$ cat config.mk
export PLATFORM = sky130hd
export DESIGN_NAME = capture_ctrl
export DESIGN_NICKNAME = d
export VERILOG_FILES = /design/src/rtl/capture_ctrl.sv
export SDC_FILE = /design/constraint.sdc
export NUM_CORES = 1
export LEC_CHECK = 0
export CAP_MARGIN = 20
export CORE_MARGIN = 4
export CORE_UTILIZATION = 40
export DETAILED_ROUTE_END_ITERATION = 7
export GPL_ROUTABILITY_DRIVEN = 0
export PLACE_DENSITY = 0.63
export SLEW_MARGIN = 10
export SYNTH_ARGS = -nofsm -noshare
export SYNTH_HDL_FRONTEND = slang
export SYNTH_SLANG_ARGS = --single-unit
$ cat constraint.sdc
create_clock -name CLK -period 2.8 [get_ports CLK]
set_input_delay 0.42 -clock CLK [delete_from_list [all_inputs] [get_ports CLK]]
set_output_delay 0.42 -clock CLK [all_outputs]
set_load 0.01 [all_outputs]
$ cat src/rtl/capture_ctrl.sv
// Capture sequencer: IDLE -> CLEAR -> PRE -> ARMED -> POST -> READ -> CLEAR, with abort and continuous re-arm.
// Optional ARMED forced-trigger timeout is enabled by defining CAPTURE_CTRL_TIMEOUT_EN.
module capture_ctrl #(
    parameter int CNT_W          = 16,
    parameter int CLR_CYCLES     = 11,
    parameter int TIMEOUT_CYCLES = 65535
) (
    input  logic             CLK,
    input  logic             RST,
    input  logic             SampleEN,
    input  logic             Arm,
    input  logic             Abort,
    input  logic             Mode,
    input  logic [CNT_W-1:0] PreCount,
    input  logic [CNT_W-1:0] PostCount,
    input  logic             Trig,
    input  logic             almostfull,
    input  logic             FinishRD,
    output logic             ENWFIFO,
    output logic             ENTrig,
    output logic             ENOUT,
    output logic             ClrFIFO,
    output logic             DropOld,
    output logic             Done,
    output logic             Busy,
    output logic [2:0]       state,
    output logic             TimedOut
);

    typedef enum logic [2:0] {
        ST_IDLE  = 3'd0,
        ST_CLEAR = 3'd1,
        ST_PRE   = 3'd2,
        ST_ARMED = 3'd3,
        ST_POST  = 3'd4,
        ST_READ  = 3'd5
    } state_t;

    localparam int CLR_W = (CLR_CYCLES > 1) ? $clog2(CLR_CYCLES) : 1;
    localparam logic [CNT_W-1:0] CNT_MAX = {CNT_W{1'b1}};

    state_t             state_q, state_d;
    logic [CNT_W-1:0]   cnt_q, cnt_d;
    logic [CNT_W-1:0]   pre_q, pre_d;
    logic [CNT_W-1:0]   post_q, post_d;
    logic [CLR_W-1:0]   clr_cnt_q, clr_cnt_d;
    logic               rearm_q, rearm_d;
    logic               pending_q, pending_d;
    logic               done_d;
    logic [CNT_W-1:0]   cnt_acc;
    logic               enwfifo_q, entrig_q, enout_q, clrfifo_q, dropold_q, done_q, busy_q;

`ifdef CAPTURE_CTRL_TIMEOUT_EN
    localparam int TO_W = (TIMEOUT_CYCLES > 1) ? $clog2(TIMEOUT_CYCLES) : 1;
    logic [TO_W-1:0]    to_cnt_q, to_cnt_d;
    logic               timed_out_q, timed_out_d;
`endif

    // Saturating sample count including this cycle's strobe.
    assign cnt_acc = (SampleEN && cnt_q != CNT_MAX) ? cnt_q + 1'b1 : cnt_q;

    always_comb begin
        state_d   = state_q;
        cnt_d     = cnt_q;
        pre_d     = pre_q;
        post_d    = post_q;
        clr_cnt_d = clr_cnt_q;
        rearm_d   = rearm_q;
        pending_d = pending_q;
        done_d    = 1'b0;
`ifdef CAPTURE_CTRL_TIMEOUT_EN
        to_cnt_d    = '0;
        timed_out_d = timed_out_q;
`endif
        case (state_q)
            ST_IDLE: begin
                if (Arm) begin
                    pre_d     = PreCount;
                    post_d    = PostCount;
                    rearm_d   = Mode;
                    pending_d = 1'b1;
                    clr_cnt_d = '0;
                    state_d   = ST_CLEAR;
`ifdef CAPTURE_CTRL_TIMEOUT_EN
                    timed_out_d = 1'b0;
`endif
                end
            end
            ST_CLEAR: begin
                if (clr_cnt_q == CLR_W'(CLR_CYCLES - 1)) begin
                    clr_cnt_d = '0;
                    cnt_d     = '0;
                    if ((rearm_q || pending_q) && !Abort) begin
                        pending_d = 1'b0;
                        state_d   = ST_PRE;
                    end else begin
                        state_d   = ST_IDLE;
                    end
                end else begin
                    clr_cnt_d = clr_cnt_q + 1'b1;
                end
            end
            ST_PRE: begin
                cnt_d = cnt_acc;
                if (pre_q == '0 || cnt_acc == pre_q)
                    state_d = ST_ARMED;
            end
            ST_ARMED: begin
`ifdef CAPTURE_CTRL_TIMEOUT_EN
                to_cnt_d = to_cnt_q + 1'b1;
`endif
                if (Trig) begin
                    cnt_d   = '0;
                    state_d = ST_POST;
                end
`ifdef CAPTURE_CTRL_TIMEOUT_EN
                else if (to_cnt_q == TO_W'(TIMEOUT_CYCLES - 1)) begin
                    cnt_d       = '0;
                    timed_out_d = 1'b1;
                    state_d     = ST_POST;
                end
`endif
            end
            ST_POST: begin
                cnt_d = cnt_acc;
                if (post_q == '0 || cnt_acc == post_q || almostfull)
                    state_d = ST_READ;
            end
            ST_READ: begin
                if (FinishRD) begin
                    done_d    = 1'b1;
                    rearm_d   = Mode ? rearm_q : 1'b0;
                    clr_cnt_d = '0;
                    state_d   = ST_CLEAR;
                end
            end
            default: state_d = ST_IDLE;
        endcase

        // Abort wins over every other event; an ongoing clear keeps its count.
        if (Abort && state_q != ST_IDLE) begin
            rearm_d   = 1'b0;
            pending_d = 1'b0;
            done_d    = 1'b0;
`ifdef CAPTURE_CTRL_TIMEOUT_EN
            timed_out_d = timed_out_q;
`endif
            if (state_q != ST_CLEAR) begin
                clr_cnt_d = '0;
                state_d   = ST_CLEAR;
            end
        end
    end

    always_ff @(posedge CLK or posedge RST) begin
        if (RST) begin
            state_q   <= ST_IDLE;
            cnt_q     <= '0;
            pre_q     <= '0;
            post_q    <= '0;
            clr_cnt_q <= '0;
            rearm_q   <= 1'b0;
            pending_q <= 1'b0;
            enwfifo_q <= 1'b0;
            entrig_q  <= 1'b0;
            enout_q   <= 1'b0;
            clrfifo_q <= 1'b0;
            dropold_q <= 1'b0;
            done_q    <= 1'b0;
            busy_q    <= 1'b0;
        end else begin
            state_q   <= state_d;
            cnt_q     <= cnt_d;
            pre_q     <= pre_d;
            post_q    <= post_d;
            clr_cnt_q <= clr_cnt_d;
            rearm_q   <= rearm_d;
            pending_q <= pending_d;
            // Outputs decode the next state so they line up with state_q.
            enwfifo_q <= (state_d == ST_PRE) || (state_d == ST_ARMED) || (state_d == ST_POST);
            entrig_q  <= (state_d == ST_ARMED);
            enout_q   <= (state_d == ST_READ);
            clrfifo_q <= (state_d == ST_CLEAR);
            dropold_q <= (state_d == ST_ARMED) && almostfull && SampleEN;
            done_q    <= done_d;
            busy_q    <= (state_d != ST_IDLE);
        end
    end

`ifdef CAPTURE_CTRL_TIMEOUT_EN
    always_ff @(posedge CLK or posedge RST) begin
        if (RST) begin
            to_cnt_q    <= '0;
            timed_out_q <= 1'b0;
        end else begin
            to_cnt_q    <= to_cnt_d;
            timed_out_q <= timed_out_d;
        end
    end
    assign TimedOut = timed_out_q;
`else
    assign TimedOut = 1'b0;
`endif

    assign ENWFIFO = enwfifo_q;
    assign ENTrig  = entrig_q;
    assign ENOUT   = enout_q;
    assign ClrFIFO = clrfifo_q;
    assign DropOld = dropold_q;
    assign Done    = done_q;
    assign Busy    = busy_q;
    assign state   = state_q;

endmodule

==> impl_metrics.tcl <==
set metrics [dict create \
    dr.pass1.iters 6 \
    cts_tree "built" \
    cp-end-kind "flip-flop" \
    fmax_mhz 374 \
    die_w_um 111 \
    top_layer "met4" \
    die-area_mm2 0.0124 \
    drv_slew 0 \
    wl_met3_um 894 \
    skew_ns 0.00874 \
    post_synth.cell_area_avg_um2 9.33 \
    ys_seq_elements 64 \
    crit_path_start_kind "flip-flop" \
    outcome "finished, final reports clean" \
    path_class "reg2reg" \
    seq_area_frac_synth 0.375 \
    pin_count 52 \
    fin_nets 589 \
    yosysWarnings 0 \
    leakage_nw 2.20 \
    finalSetupViolations 0 \
    synthFlopType "dfrtp_1" \
    period_needed_ns 2.67 \
    drtIter0Drc 449 \
    synth_fp_nets 502 \
    powerDensity_mw_per_mm2 672 \
    syn_to_final_growth_pct 28.1 \
    post-place-ws_ns -0.200 \
    min_period_over_period 0.955 \
    crit_slowest_cell "o41ai_4" \
    clk_pin_slew_worst_paths_ns 0.08 \
    coreArea_mm2 0.0104 \
    crit_path_max_incr_delay_ns 0.43 \
    grt_pass1_vias 3984 \
    regArea_mm2 0.00160 \
    cts.sinks 64 \
    async_flop_share 1.00 \
    start_util 0.412 \
    wl_per_cell_um 18.3 \
    critPathTopFamily "simple AND/OR/NAND/NOR gates" \
    synth_edf_count 0 \
    syn_area_mm2 0.00427 \
    post_drt_via_cell_ratio 5.92 \
    grt_max_degree 38 \
    cts_htree_levels 3 \
    clock_latency_ns 0.35 \
    path_common_cell "buf_4" \
    grt-ovfl-total 0 \
    clockBufferDepth 2 \
    num_antenna_cells 0 \
    maxSlewHeadroom 0.590 \
    dpl_cell_area_mm2 0.00518 \
    hold_violations 0 \
    final_area_mm2 0.00547 \
    drt_wl_total_mm 12.6 \
    worstPathArrival_ns 2.96 \
    cp.buffers_inverters 3 \
    yosysUniqueCellTypes 65 \
    n_fill_cell 965 \
    tightest_slew_ns 0.614 \
    ir_drop_v 0.000459 \
    vias 4063 \
    antenna_found_initial 0 \
    drtAntennaViolNets 0 \
    root_buffer "clkbuf_8" \
    wl_met1_mm 5.43 \
    holdCritPathClass "in2async" \
    dp_hpwl_mm 9.69 \
    drive_gt1_frac 0.242 \
    worstPathMaxFanout 5 \
    track_usage 0.204 \
    multiInputGateArea_mm2 0.00250 \
    num_rows 37 \
    worst-endpoint-required_ns 3.08 \
    cts_buffers 9 \
    synthCells 458 \
    drc 0 \
    cap_viol_max_count 0 \
    worstPathCellList "ha_4 -> nand3_2 -> o41ai_4 -> buf_4 -> nor3_1 -> buf_4 -> xnor2_1 -> or3_1 -> nor4_2 -> buf_4 -> nor3b_4 -> nor2_1" \
    fin_ws_ns 0.127 \
    dr_wl_met2_mm 5.77 \
    rsz0062_at_grt "false" \
    io_buffer_count 50 \
    grt_pass1_wl_mm 20.5 \
    dieHeight_um 111 \
]
-- flip-flops by register name (all words and copies together) (netlist names), 3 cells and up --
name,cells
clr_cnt_q,4
cnt_q,16
post_q,16
pre_q,16
state,3
-- cells in the final DEF, fill, tap and decap left out, drive strengths merged, types with 7 or more instances in the layout --
cell type      Yosys  final
clkbuf            16      9
mux2              31     31
nand2b             7      7
nand2             42     42
inv               12     13
o21ai             38     38
nor4              16     16
dfrtp             64     64
a31oi              9      9
nand3             14     14
nor3              16     16
nor2              30     30
o31ai              9      9
buf               15     57
nor2b              7      7
xor2               7      7
a21oi             13     13
and3               7      7
nand4             14     14
clkdlybuf4s50      0     49
xnor2             23     23
-- stage by stage --
step	setup TNS (ns)	instances	total power [mW]	hold WS, ns	utilization
finish	0	686	3.68	0.458	0.528
global route	0	686	3.90	0.506	0.528
CTS	0	684	3.66	0.481	0.518
global placement	-0.913	668	2.81	0.453	0.499
floorplan	0	458	2.40	0.433	-
detailed placement	-0.994	668	2.85	0.472	0.499
-- metal layers --
layer,GRT usage,up-vias
met5,0,-
met4,0.0892,0
li1,-,1871
met3,0.0353,46
met1,0.274,1931
met2,0.326,215
-- area by class of cell --
type,instances,share of cell area
clock buffer,9,0.0226
clock inverter,7,0.0130
inverter,12,0.00823
multi-input combinational,351,0.456
sequential,64,0.293
tap,136,0.0311
timing repair buffer,107,0.176
-- cell usage after synthesis, types with 3 or more instances --
cell type	number	share of area
a211oi_1	4	0.0070
a21o_1	3	0.0053
a21oi_1	13	0.015
a22o_1	3	0.0061
a311oi_1	3	0.0061
a31oi_1	9	0.013
and3_1	7	0.010
and4_1	5	0.010
buf_2	4	0.0047
buf_6	8	0.021
clkbuf_1	14	0.012
dfrtp_1	64	0.37
ha_1	3	0.0088
inv_1	12	0.011
mux2_2	31	0.082
nand2_1	41	0.036
nand2b_1	7	0.010
nand3_1	14	0.016
nand4_1	10	0.015
nand4_4	3	0.015
nor2_1	29	0.025
nor2b_1	7	0.010
nor3_1	15	0.018
nor4_1	14	0.020
o2111ai_1	3	0.0061
o21a_1	5	0.0088
o21ai_0	38	0.044
o31ai_1	9	0.016
or3_1	6	0.0088
xnor2_1	23	0.047
xor2_1	7	0.014
-- kinds of logic after synthesis --
| group | count (synthesis) | share of synthesized area |
|---|---|---|
| compound gates | 108 | 0.172 |
| xor+xnor | 31 | 0.0667 |
| fa+ha+maj | 3 | 0.00878 |
| buf+inv | 43 | 0.0559 |
| flops | 64 | 0.375 |
| mux | 31 | 0.0817 |
| other cells | 1 | 0.000877 |
| simple gates | 177 | 0.239 |
-- where the power goes --
group	total [mW]	internal, mW	leakage, nW	switching (mW)
combinational	1.26	0.698	1.30	0.563
sequential	1.61	1.22	0.807	0.392
clock	0.807	0.410	0.0916	0.397
-- final timing paths --
check | startpoint | slack [ns] | endpoint | cells past startpoint
hold / removal | RST | 0.46 | Done | 2
max in group asynchronous | RST | 1.72 | post_q[2] | 3
min in group CLK | clr_cnt_q[3] | 0.48 | clr_cnt_q[3] | 1
setup reg to reg | cnt_q[0] | 0.13 | ENOUT | 12
setup / recovery | cnt_q[0] | 0.13 | ENOUT | 12
hold reg to reg | clr_cnt_q[3] | 0.48 | clr_cnt_q[3] | 1
-- timing repair --
action / 4_1_cts / 5_1_grt
hold endpoints to repair: 0 / 0
resized for setup: 0 / 21
setup endpoints to repair: 0 / 6
hold buffers: 0 / 0
setup buffers: 0 / 2
Note: power is estimated with default switching activity, not from simulation.
